`src/rtl/bus_pend_rr_scan.sv`:
```
// Round-robin scanner over a pending-flag vector: picks one bus, hands it to the consumer
// via req/ack, then strobes a clear back to the pending register.
module bus_pend_rr_scan #(
   parameter int unsigned N_BUS       = 32,
   parameter int unsigned SEL_W       = 5,
   parameter int unsigned TIMEOUT_CYC = 256
) (
   input  logic             i_clk,
   input  logic             i_rst,
   input  logic [N_BUS-1:0] i_pend_in,
   input  logic             i_scan_en,
   input  logic             i_grant_ack,
   output logic             o_req,
   output logic [SEL_W-1:0] o_bus_sel,
   output logic             o_clr_pulse,
   output logic [SEL_W-1:0] o_clr_sel,
   output logic             o_timeout,
   output logic             o_busy
);

   typedef enum logic [1:0] {StIdle, StScan, StReq, StClear} state_e;

   state_e           r_state;
   logic             r_req;
   logic [SEL_W-1:0] r_bus_sel;
   logic             r_clr_pulse;
   logic [SEL_W-1:0] r_clr_sel;
   logic             r_timeout;
   logic             r_busy;
   logic [SEL_W-1:0] r_last_ptr;
   logic [15:0]      r_cnt;

   logic             w_found;
   logic [SEL_W-1:0] w_pick;

   // First pending bus at or after last_ptr+1, wrapping modulo N_BUS.
   always_comb begin
      w_found = 1'b0;
      w_pick  = '0;
      for (int unsigned i = 0; i < N_BUS; i++) begin
         int unsigned idx;
         idx = (32'(r_last_ptr) + 32'd1 + i) % N_BUS;
         if (!w_found && i_pend_in[SEL_W'(idx)]) begin
            w_found = 1'b1;
            w_pick  = SEL_W'(idx);
         end
      end
   end

   always_ff @(posedge i_clk) begin
      if (i_rst) begin
         r_state     <= StIdle;
         r_req       <= 1'b0;
         r_bus_sel   <= '0;
         r_clr_pulse <= 1'b0;
         r_clr_sel   <= '0;
         r_timeout   <= 1'b0;
         r_busy      <= 1'b0;
         r_last_ptr  <= SEL_W'(N_BUS - 1);
         r_cnt       <= '0;
      end else begin
         r_clr_pulse <= 1'b0;
         r_timeout   <= 1'b0;
         unique case (r_state)
            StIdle: begin
               if (i_scan_en && |i_pend_in) begin
                  r_state <= StScan;
                  r_busy  <= 1'b1;
               end
            end
            StScan: begin
               if (w_found) begin
                  r_bus_sel <= w_pick;
                  r_req     <= 1'b1;
                  r_cnt     <= '0;
                  r_state   <= StReq;
               end else begin
                  r_busy  <= 1'b0;
                  r_state <= StIdle;
               end
            end
            StReq: begin
               // Ack takes priority over a coincident timeout.
               if (i_grant_ack) begin
                  r_req       <= 1'b0;
                  r_clr_pulse <= 1'b1;
                  r_clr_sel   <= r_bus_sel;
                  r_state     <= StClear;
               end else if (TIMEOUT_CYC != 0 && r_cnt == 16'(TIMEOUT_CYC - 1)) begin
                  r_req      <= 1'b0;
                  r_timeout  <= 1'b1;
                  r_last_ptr <= r_bus_sel;
                  r_cnt      <= '0;
                  r_busy     <= 1'b0;
                  r_state    <= StIdle;
               end else if (r_cnt != 16'hFFFF) begin
                  r_cnt <= r_cnt + 16'd1;
               end
            end
            StClear: begin
               r_last_ptr <= r_bus_sel;
               r_cnt      <= '0;
               r_busy     <= 1'b0;
               r_state    <= StIdle;
            end
            default: r_state <= StIdle;
         endcase
      end
   end

   assign o_req       = r_req;
   assign o_bus_sel   = r_bus_sel;
   assign o_clr_pulse = r_clr_pulse;
   assign o_clr_sel   = r_clr_sel;
   assign o_timeout   = r_timeout;
   assign o_busy      = r_busy;

endmodule

```
`config.mk`:
```
export PLATFORM = sky130hd
export DESIGN_NAME = bus_pend_rr_scan
export DESIGN_NICKNAME = d
export VERILOG_FILES = /design/src/rtl/bus_pend_rr_scan.sv
export SDC_FILE = /design/constraint.sdc
export NUM_CORES = 1
export LEC_CHECK = 0
export BUFFER_PORTS_ARGS = -buffer_cell sky130_fd_sc_hd__buf_2
export CAP_MARGIN = 30
export CORE_MARGIN = 2
export CORE_UTILIZATION = 55
export CTS_CLUSTER_DIAMETER = 60
export DETAILED_ROUTE_END_ITERATION = 7
export PLACE_DENSITY = 0.78
export SYNTH_ARGS = -nofsm -noshare
export SYNTH_HDL_FRONTEND = slang
export SYNTH_SLANG_ARGS = --single-unit
```
`constraint.sdc`:
```
create_clock -name i_clk -period 10.55 [get_ports i_clk]
set_clock_uncertainty 0.2 [all_clocks]
set_input_delay 0.5275 -clock i_clk [delete_from_list [all_inputs] [get_ports i_clk]]
set_output_delay 0.5275 -clock i_clk [all_outputs]
set_load 0.005 [all_outputs]
```
==> summary.md, run 1 <==
| Metric | Value |
|---|---|
| Status | complete, no violations |
| Residual DRC | 0 |
| Drt via density | 7.70 |
| DR iter-0 viols | 1136 |
| Maximum VDD drop | 0.107 mV |
| Root Buffer | clkbuf_16 |
| Setup TNS | 0 ns |
| Initial antenna violation count | 0 |
| Pin count of the biggest net entering global routing | 57 |
| CP max stage cell | nor4_1 |
| GRT overflow | 0 |
| CP Max Fanout | 19 |
| Setup crit end kind | register |
| Crit Path Class | reg2reg |
| YS warnings | 0 |
| Final instance area | 8310 um2 |
| Post-DP HPWL | 26700 um |
| N_diodes | 0 |
| DR pass1 iterations | 5 |
| Placer Congestion | 1.04 |
| Overall die area | 15100 um2 |
| Syn Inst Count | 1018 |
| RSZ-0062 raised after global routing | no |
| I/O Pins | 50 |
| Synth-to-Final Area Change | 6.70% |
| IO Port Bufs | 49 |
| Syn Nets | 1062 |
| Most common cell in the netlist | nand2_1 |
| WP data arrival | 7.92 ns |
| Dpl cell area | 8120 um2 |
| Slew @ Worst Pin | 1.08 ns |
| Most instantiated cells after synthesis | nand2_1 (116), nor2_1 (91), o21ai_0 (69), a21oi_1 (54), mux2i_1 (52) |
| PD cells | 187 nW/um2 |
| Final nets | 1075 |
| Rel. slew slack | 28.1% |
| Max-Cap Viols | 0 |
| Clock-pin slew on the worst setup and hold paths | 0.06 ns |
| Tmin final | 7.92 ns |
| Mapped cell area | 7790 um2 |
| Pwr Total | 1.56 mW |
| Vias in the first global route | 8364 |
| Via count | 9327 |
| Die width | 123 um |
| Avg Cell Area, Syn | 7.65 um2 |
| Yosys cell types | 99 |
| Ys flop type | dfxtp_1 |
| Share of post-route cells with drive strength above 1 | 17.1% |
| Clock buffer depth | 2 |
| Initial Util | 56.1% |
| Hold-fix buffers, CTS | 0 |
| Leak Pwr | 3.10 nW |
| Crit path buffers/inverters | 1 |
| Hold crit path type | reg2reg |
| Yosys top cell by area | mux4_2 |
| Drt wl/cell | 28.1 um |
| CTS tree | yes |
| Clock sink count | 37 |
| Yosys top cell area share | 14.7% |
| Die Y | 123 um |
| Routed WL | 34100 um |
| Crit path max-delay family | simple AND/OR/NAND/NOR gates |
| Htree depth | 2 |
| Post-synthesis sequential area ratio | 9.51% |
| Asr flop ratio synth | 0% |
| Clock Latency Late Sink | 0.29 ns |
| Kind of start point of the critical path | register |
| FF+latch count, synth | 37 |
| CTS buffer count | 5 |
| Resized Gates After CTS | 0 |
| Number of synthesized flops with an enable pin | 0 |
| Finish-stage setup viols | 0 |
| Fmax | 126 MHz |
| Core area | 13900 um2 |
| Final Hold Vio Count | 0 |
| Critical Path, Cell by Cell | ha_1 > buf_4 > and2_0 > a32o_1 > a221o_1 > mux4_2 > mux2i_1 > nand2b_1 > nor3_4 > nand3_1 > nor4_1 > a2111oi_0 > o211ai_1 > nand2_1 > o31ai_2 |
| Fin. max-slew vios | 0 |
| First-pass GRT wire length | 49900 um |
| GRT Total Usage | 44.3% |
| Area contributors post-synth | mux4_2 (15%), dfxtp_1 (9.5%), mux2i_1 (6.7%), nand2_1 (5.6%), o21ai_0 (4.4%) |
| Final period util | 75.0% |
| CP max stage delay | 0.97 ns |
| Row Count | 43 |
| Worst EP required | 10.56 ns |
| Post-CTS setup buffer count | 0 |
| Post-DRT Antenna Nets | 0 |
## sequential cells by signal, summed over array words and instances (netlist names)
| name | flops |
|---|---|
| o_busy | 1 |
| r_state | 2 |
| o_req | 1 |
| o_clr_sel | 5 |
| r_cnt | 16 |
| o_bus_sel | 5 |
| r_last_ptr | 5 |
| o_timeout | 1 |
| o_clr_pulse | 1 |
## through the flow
stage / hold slack, ns / cells / utilization, % / setup slack (ns)
2_1_floorplan: 0.253 / 1018 / - / 4.70
3_3_place_gp: 0.241 / 1202 / 58.4 / 2.65
3_5_place_dp: 0.249 / 1204 / 58.5 / 3.01
4_1_cts: 0.256 / 1212 / 59.9 / 2.96
5_1_grt: 0.272 / 1212 / 59.9 / 2.38
6_report: 0.253 / 1212 / 59.9 / 2.63
## tightest hold or removal path: cells and delay by family, from the launching register on
family,cells,cell delay [ns]
flip-flops,1,0.31
AND/OR/NAND/NOR,1,0.05
AO/OA/AOI/OAI,1,0.05
## layer usage
metal  vias up  track usage [%]  wire (um)
met1      4424             54.4      12600
met3       167             9.23       3680
met4         0             30.1       2670
met2       704             69.8      15200
met5         -                0          0
li1       4032                -          -
## layout make-up
cell class | count | area (um2)
Multi-Input combinational cell | 887 | 6650
Tap cell | 180 | 225
Fill cell | 1290 | 5570
Clock inverter | 3 | 68.8
Sequential cell | 37 | 742
Clock buffer | 5 | 125
Timing Repair Buffer | 68 | 388
Inverter | 32 | 120
## cells in the final DEF, fill, tap and decap left out, types with 11 or more instances in the layout
master / Yosys / layout
o22ai_1: 11 / 11
nor4_1: 26 / 26
buf_4: 5 / 19
inv_1: 29 / 29
a211oi_1: 16 / 16
dfxtp_1: 37 / 36
or3_1: 12 / 12
mux2i_1: 52 / 52
mux4_2: 51 / 51
nor2b_1: 15 / 15
and3_1: 15 / 15
nand2b_1: 12 / 12
nand4_1: 15 / 15
nand3_1: 46 / 46
o21ai_0: 69 / 69
nor2_1: 91 / 91
a31oi_1: 12 / 12
buf_2: 18 / 49
o211ai_1: 14 / 14
nand2_1: 116 / 116
a311oi_1: 11 / 11
a211o_1: 11 / 11
nor3_1: 21 / 21
a21oi_1: 54 / 54
## path summary, 6_finish.rpt
path | from | to | slack, ns | depth (start not counted)
max | r_last_ptr[1] | o_bus_sel[2] | 2.63 | 15
min | o_req | o_req | 0.25 | 2
max reg2reg | r_last_ptr[1] | o_bus_sel[2] | 2.63 | 15
min reg2reg | o_req | o_req | 0.25 | 2
## power breakdown
group / total, mW / switching, mW / internal (mW)
clock: 0.199 / 0.0623 / 0.136
sequential: 0.159 / 0.0119 / 0.147
combinational: 1.20 / 0.810 / 0.390
total: 1.56 / 0.884 / 0.673
## cells by family (layout without fill, tap and decap cells)
group | Yosys count | count (layout) | share of synthesized area, %
fa+ha+maj | 8 | 8 | 1.28
flops | 37 | 37 | 9.51
compound gates | 318 | 318 | 28.6
simple gates | 423 | 423 | 27.8
buf+inv | 94 | 108 | 5.35
xor+xnor | 24 | 24 | 4.27
mux | 114 | 114 | 23.2
Note: power is estimated with default switching activity, not from simulation.
==> inputs of run 2 (changes only) <==
Settings changed: ABC_AREA from default to 1, PLACE_DENSITY 0.78 to 0.82.
Clock period 10.55 ns to 7.1 ns, I/O delays scaled along.
==> run 2 against run 1 <==
  * Clock-buffer cell count unchanged
  * Power up 43%
  * Critical path depth up 13
  * First-iteration DRC count down 24%
  * Largest power group unchanged
==> summary.md, run 2 <==
| Metric | Value |
|---|---|
| I/O Pins | 50 (unchanged) |
| Share of post-route cells with drive strength above 1 | 12.9% (-4.1 points) |
| CP max stage delay | 0.89 ns (-0.08 ns) |
| Row Count | 38 (-12%) |
| Die width | 111 um (-10%) |
| Initial Util | 57.1% (+0.96 points) |
| DR pass1 iterations | 6 (+1) |
| Fmax | 157 MHz (+24%) |
| Met1 WL | 9340 um (-26%) |
| Post-DRT Antenna Nets | 0 (unchanged) |
| Htree depth | 2 (unchanged) |
| YS warnings | 0 (unchanged) |
| Most common cell in the netlist | nand2_1 |
| Post-CTS setup buffer count | 0 (unchanged) |
| Met3 wire length | 2910 um (-21%) |
| Finish-stage setup viols | 0 (unchanged) |
| Vias in the first global route | 6959 (-17%) |
| Hold crit path type | in2reg |
| Clock-pin slew on the worst setup and hold paths | 0.06 ns (about the same) |
| Core Util, Final | 60.7% (+0.78 points) |
| Asr flop ratio synth | 0% (unchanged) |
| Worst hold margin | 0.0467 ns (-0.207 ns) |
| Area contributors post-synth | nand2_1 (23%), nand3_1 (12%), dfxtp_1 (12%), nor2_1 (8.9%), inv_1 (6.6%) |
| N_diodes | 0 (unchanged) |
| PD cells | 334 nW/um2 (+78%) |
| Initial antenna violation count | 0 (unchanged) |
| R2r setup slk | 0.71 ns (-1.92 ns) |
| Clock buffer depth | 2 (unchanged) |
| Clock Latency Late Sink | 0.29 ns (about the same) |
| Rel. slew slack | 30.6% (+2.5 points) |
| Tmin final | 6.39 ns (-1.53 ns) |
| Reg-to-Reg End | o_bus_sel[3] |
| Leak Pwr | 3.36 nW (+8.7%) |
| Avg Cell Area, Syn | 5.37 um2 (-30%) |
| CTS tree | yes |
| Worst EP required | 7.06 ns (-3.50 ns) |
| Yosys top cell area share | 22.9% (+8.2 points) |
| Ys flop type | dfxtp_1 |
| CP max stage cell | dfxtp_1 |
| GRT Total Usage | 35.0% (-9.3 points) |
| Reg-to-reg startpoint | r_last_ptr[2] |
| Post-synthesis sequential area ratio | 11.8% (+2.3 points) |
| Crit Path Class | reg2reg |
| Status | complete, no violations |
| Reg with most FFs | r_cnt |
| Maximum VDD drop | 0.192 mV (+80%) |
| Hold Path Cell Cnt | 2 (unchanged) |
| Via count | 7884 (-15%) |
| DR top layer | met4 |
| Routed met2 length | 9320 um (-39%) |
| Die Y | 111 um (-10%) |
| Number of synthesized flops with an enable pin | 0 (unchanged) |
| Clock sink count | 37 (unchanged) |
| Most instantiated cells after synthesis | nand2_1 (383), nand3_1 (156), nor2_1 (149), inv_1 (111), o21ai_0 (41) |
| Hold-fix buffers, CTS | 0 (unchanged) |
| Most common cell after layout, fill and taps aside | nand2_1 |
| Yosys top cell by area | nand2_1 |
| Max-Cap Viols | 0 (unchanged) |
| Drt via density | 5.91 (-23%) |
| Synth-to-Final Area Change | 6.26% |
| Hold path start | i_grant_ack |
| WP data arrival | 6.35 ns (-1.57 ns) |
| Yosys cell types | 47 (-53%) |
| CTS buffer count | 5 (unchanged) |
| Kind of start point of the critical path | register |
| Setup TNS | 0 ns (unchanged) |
| Max reg flops | 16 (unchanged) |
| Syn Nets | 1211 (+14%) |
| First-pass GRT wire length | 35200 um (-29%) |
| Post-DP HPWL | 17400 um (-35%) |
| Drt wl/cell | 16.7 um (-41%) |
| Syn Inst Count | 1167 (+15%) |
| Final nets | 1236 (+15%) |
| GRT overflow | 0 (unchanged) |
| Final period util | 90.0% (+15 points) |
| RSZ-0062 raised after global routing | no |
| DR iter-0 viols | 863 (-24%) |
| Residual DRC | 0 (unchanged) |
| Mapped cell area | 6270 um2 (-20%) |
| IO Port Bufs | 49 (unchanged) |
| Final Hold Vio Count | 0 (unchanged) |
| Routed WL | 22300 um (-35%) |
| Setup crit end kind | register |
| Worst Reg2Reg Path Length in Cells | 28 (+13) |
| Root Buffer | clkbuf_16 |
| Min-Delay Endpoint | o_timeout |
| Core area | 11000 um2 (-21%) |
| Placer Congestion | 1.10 (+6.1%) |
| FF+latch count, synth | 37 (unchanged) |
| CP Max Fanout | 21 (+2) |
| Resized Gates After CTS | 0 (unchanged) |
| Fin. max-slew vios | 0 (unchanged) |
| Most frequent cells in the layout | nand2_1 (383), nand3_1 (156), nor2_1 (149) |
| Pin count of the biggest net entering global routing | 41 (-28%) |
| Overall die area | 12300 um2 (-19%) |
| Slew @ Worst Pin | 1.04 ns (-0.0393 ns) |
run 2: how the worst max path moves through the flow:
stage,to,from,slack (ns)
floorplan,r_cnt[10],r_last_ptr[0],2.08
global placement,o_bus_sel[3],r_last_ptr[2],0.96
detailed placement,o_bus_sel[3],r_last_ptr[2],0.93
CTS,o_bus_sel[3],r_last_ptr[2],0.94
global route,o_bus_sel[3],r_last_ptr[2],0.30
finish,o_bus_sel[3],r_last_ptr[2],0.71
run 2: metal layers:
| metal | vias up | global-route usage, % |
|---|---|---|
| li1 | 3864 | - |
| met3 | 55 | 8.91 |
| met2 | 464 | 53.1 |
| met1 | 3501 | 48.9 |
| met4 | 0 | 10.2 |
| met5 | - | 0 |
run 2: cell families after synthesis:
group / Yosys count / synth area share, %
and+or+nand+nor: 834 / 61.9
buffers and inverters: 159 / 11.2
AOI/OAI and AO/OA: 108 / 10.0
xor gates and xnor gates: 21 / 3.41
adders and majority gates: 8 / 1.60
DFF: 37 / 11.8
run 2: cell type report:
type	count	area, um2
clock buffers	5	125
inverters	122	460
repair buffers	55	290
multi-input cells	971	4830
fillers	1130	4320
well taps	140	175
clock inverters	3	46.3
flip-flops and latches	37	741
run 2: report_power, final:
group	switching [mW]	total [mW]	leakage (nW)	internal, mW
Sequential	0.0296	0.263	0.301	0.234
Clock	0.0947	0.261	0.0800	0.166
Combinational	1.26	1.70	2.98	0.437
Total	1.39	2.22	3.36	0.837
run 2: critical path, delay by kind of cell (launching register included):
family                   cells  cell delay, ns
AND/OR/NAND/NOR             22            3.66
flip-flops                   1            0.89
buffers and inverters        2            0.50
adder cells (fa/ha/maj)      1            0.43
XOR/XNOR                     1            0.41
AO/OA/AOI/OAI                2            0.17
run 2: per-stage QoR:
| step | setup WS, ns | cells | total power, mW | cell area [um2] |
|---|---|---|---|---|
| after floorplan | 2.08 | 1167 | 1.48 | 6270 |
| after global placement | 0.960 | 1324 | 1.88 | 6480 |
| after detailed placement | 0.930 | 1324 | 1.89 | 6480 |
| after CTS | 0.944 | 1332 | 2.15 | 6660 |
| after global routing | 0.300 | 1333 | 2.38 | 6660 |
| final | 0.711 | 1333 | 2.22 | 6660 |
==> inputs of run 3 (changes only) <==
Settings changed: PLACE_DENSITY 0.82 to 0.79.
Clock period 7.1 ns to 8.1 ns, I/O delays scaled along.
==> run 3 against run 2 <==
  * Clock-buffer cell count grew 1
  * Combinational power shrank 11%
  * Register-to-register slack gained 1.0 ns
  * Routed wire length shrank 1.3%
  * Highest routed layer unchanged
  * Critical path depth grew 2
  * Power shrank 11%
  * Critical path type unchanged
  * Worst hold slack gained 0.047 ns
  * Non-clock buffer count shrank 1
  * Sequential power shrank 13%
  * Global-route usage is essentially flat
  * Flip-flop and latch count is the same
  * Final area is essentially flat
==> summary.md, run 3 (synthesized netlist as in run 2, its figures left out) <==
| Metric | Value |
|---|---|
| Fillcell total | 1150 (+1.8%) |
| Residual DRC | 0 (unchanged) |
| Clock-pin slew on the worst setup and hold paths | 0.06 ns (about the same) |
| Synth-to-Final Area Change | 6.23% (about the same) |
| Placer Congestion | 1.04 (-5.5%) |
| Resized Gates After CTS | 0 (unchanged) |
| Share of post-route cells with drive strength above 1 | 12.8% (-0.073 points) |
| Overall die area | 12300 um2 (unchanged) |
| Most used routing layer | met2 |
| Reg with most FFs | r_cnt |
| GRT met3 Usage | 8.04% (-0.87 points) |
| Setup crit end kind | register |
| Rel. slew slack | 33.4% (+2.8 points) |
| Initial Util | 57.1% (unchanged) |
| I/O Pins | 50 (unchanged) |
| Routed WL | 22000 um (-1.3%) |
| Post-placement cell count | 1324 (unchanged) |
| PD cells | 296 nW/um2 (-11%) |
| Final nets | 1235 (-0.081%) |
| Die Y | 111 um (unchanged) |
| GRT Total Usage | 35.0% (about the same) |
| N_diodes | 0 (unchanged) |
| Die width | 111 um (unchanged) |
| Met1 GRT Util | 50.6% (+1.7 points) |
| GRT overflow | 0 (unchanged) |
| CP max stage delay | 0.46 ns (-0.43 ns) |
| Max-Cap Viols | 0 (unchanged) |
| Routing usage on met2 | 53.2% (+0.12 points) |
| Htree depth | 2 (unchanged) |
| Final Hold Vio Count | 0 (unchanged) |
| Pin count of the biggest net entering global routing | 39 (-4.9%) |
| Vias in the first global route | 6887 (-1.0%) |
| Post-DRT Antenna Nets | 0 (unchanged) |
| Initial antenna violation count | 0 (unchanged) |
| Hold crit path type | in2reg |
| Fin. max-slew vios | 0 (unchanged) |
| Final period util | 78.6% (-11 points) |
| Max reg flops | 16 (unchanged) |
| First-pass GRT wire length | 35000 um (-0.57%) |
| Hold-fix buffers, CTS | 0 (unchanged) |
| Drt via density | 5.92 (about the same) |
| RSZ-0062 raised after global routing | no |
| Core area | 11000 um2 (unchanged) |
| Multi-input logic area | 4830 um2 (unchanged) |
| Setup TNS | 0 ns (unchanged) |
| CTS buffer count | 5 (unchanged) |
| Crit path from | r_last_ptr[0] |
| Fmax | 157 MHz (+0.35%) |
| Worst hold margin | 0.0941 ns (+0.0473 ns) |
| DR pass1 iterations | 8 (+2) |
| Worst EP required | 8.06 ns (+1.00 ns) |
| Clock sink count | 37 (unchanged) |
| Tmin final | 6.37 ns (-0.0226 ns) |
| WP data arrival | 6.33 ns (-0.02 ns) |
| Hold path start | i_grant_ack |
| Slew @ Worst Pin | 0.991 ns (-0.0466 ns) |
| Maximum VDD drop | 0.233 mV (+21%) |
| Finish-stage setup viols | 0 (unchanged) |
| Register area | 741 um2 (unchanged) |
| Fin cells | 1332 (-0.075%) |
| Via count | 7885 (+0.013%) |
| CP Max Fanout | 38 (+81%) |
| Clock buffer depth | 2 (unchanged) |
| Post-DP HPWL | 16900 um (-2.8%) |
| CP max stage cell | dfxtp_1 |
| Drt wl/cell | 16.5 um (-1.2%) |
| Kind of start point of the critical path | register |
| Post-CTS setup buffer count | 0 (unchanged) |
| Crit Path Class | reg2reg |
| Most frequent cells in the layout | nand2_1 (383), nand3_1 (156), nor2_1 (149) |
| Core Util, Final | 60.7% (about the same) |
| Root Buffer | clkbuf_16 |
| Reg-to-reg startpoint | r_last_ptr[0] |
| Status | complete, no violations |
| Row Count | 38 (unchanged) |
| DR iter-0 viols | 1180 (+37%) |
| Most common cell after layout, fill and taps aside | nand2_1 |
| Leak Pwr | 3.36 nW (about the same) |
| CTS tree | yes |
| Clock Latency Late Sink | 0.29 ns (about the same) |
| IO Port Bufs | 49 (unchanged) |
[run 3: changes by cell type in the layout (fill, tap and decap cells not counted)]
cell and delta:
clkbuf_4 -1, clkbuf_8 +1, clkinv_4 -1
[run 3: worst max-delay path: cells and delay by family (launching register included)]
| family | cells | cell delay, ns |
|---|---|---|
| compound gates | 2 | 0.32 |
| xor+xnor | 1 | 0.42 |
| fa+ha+maj | 2 | 0.72 |
| buf+inv | 3 | 0.64 |
| flops | 1 | 0.46 |
| simple gates | 22 | 3.49 |
[run 3: metrics by stage]
step           power [mW]  cell area, um2  setup WS [ns]
2_1_floorplan        1.30            6270           3.08
3_3_place_gp         1.67            6480           2.17
3_5_place_dp         1.67            6480           1.89
4_1_cts              1.91            6660           1.86
5_1_grt              2.12            6660           1.22
6_report             1.97            6660           1.73
[run 3: final cells by class]
type	instances	share of cell area (%)
Multi-Input combinational cell	971	72.4
Sequential cell	37	11.1
Inverter	122	6.91
Timing Repair Buffer	54	4.24
Tap cell	140	2.63
Clock buffer	6	2.08
Clock inverter	2	0.563
[run 3: worst paths after layout]
check,cells past startpoint,slack [ns],to
max,30,1.73,o_bus_sel[0]
min,2,0.09,o_timeout
min reg2reg,2,0.26,o_busy
max reg2reg,30,1.73,o_bus_sel[0]
[run 3: report_power, final]
| part | internal, mW | switching, mW |
|---|---|---|
| Sequential | 0.205 | 0.0240 |
| Clock | 0.154 | 0.0775 |
| Combinational | 0.386 | 1.12 |
| Total | 0.744 | 1.22 |
[run 3: layer usage]
metal	vias to the layer above	part of all wire [%]	routed length (um)
met1	3494	43	9510
met2	477	41	9100
met3	49	13	2840
met5	-	0	0
li1	3865	-	-
met4	0	2.3	510
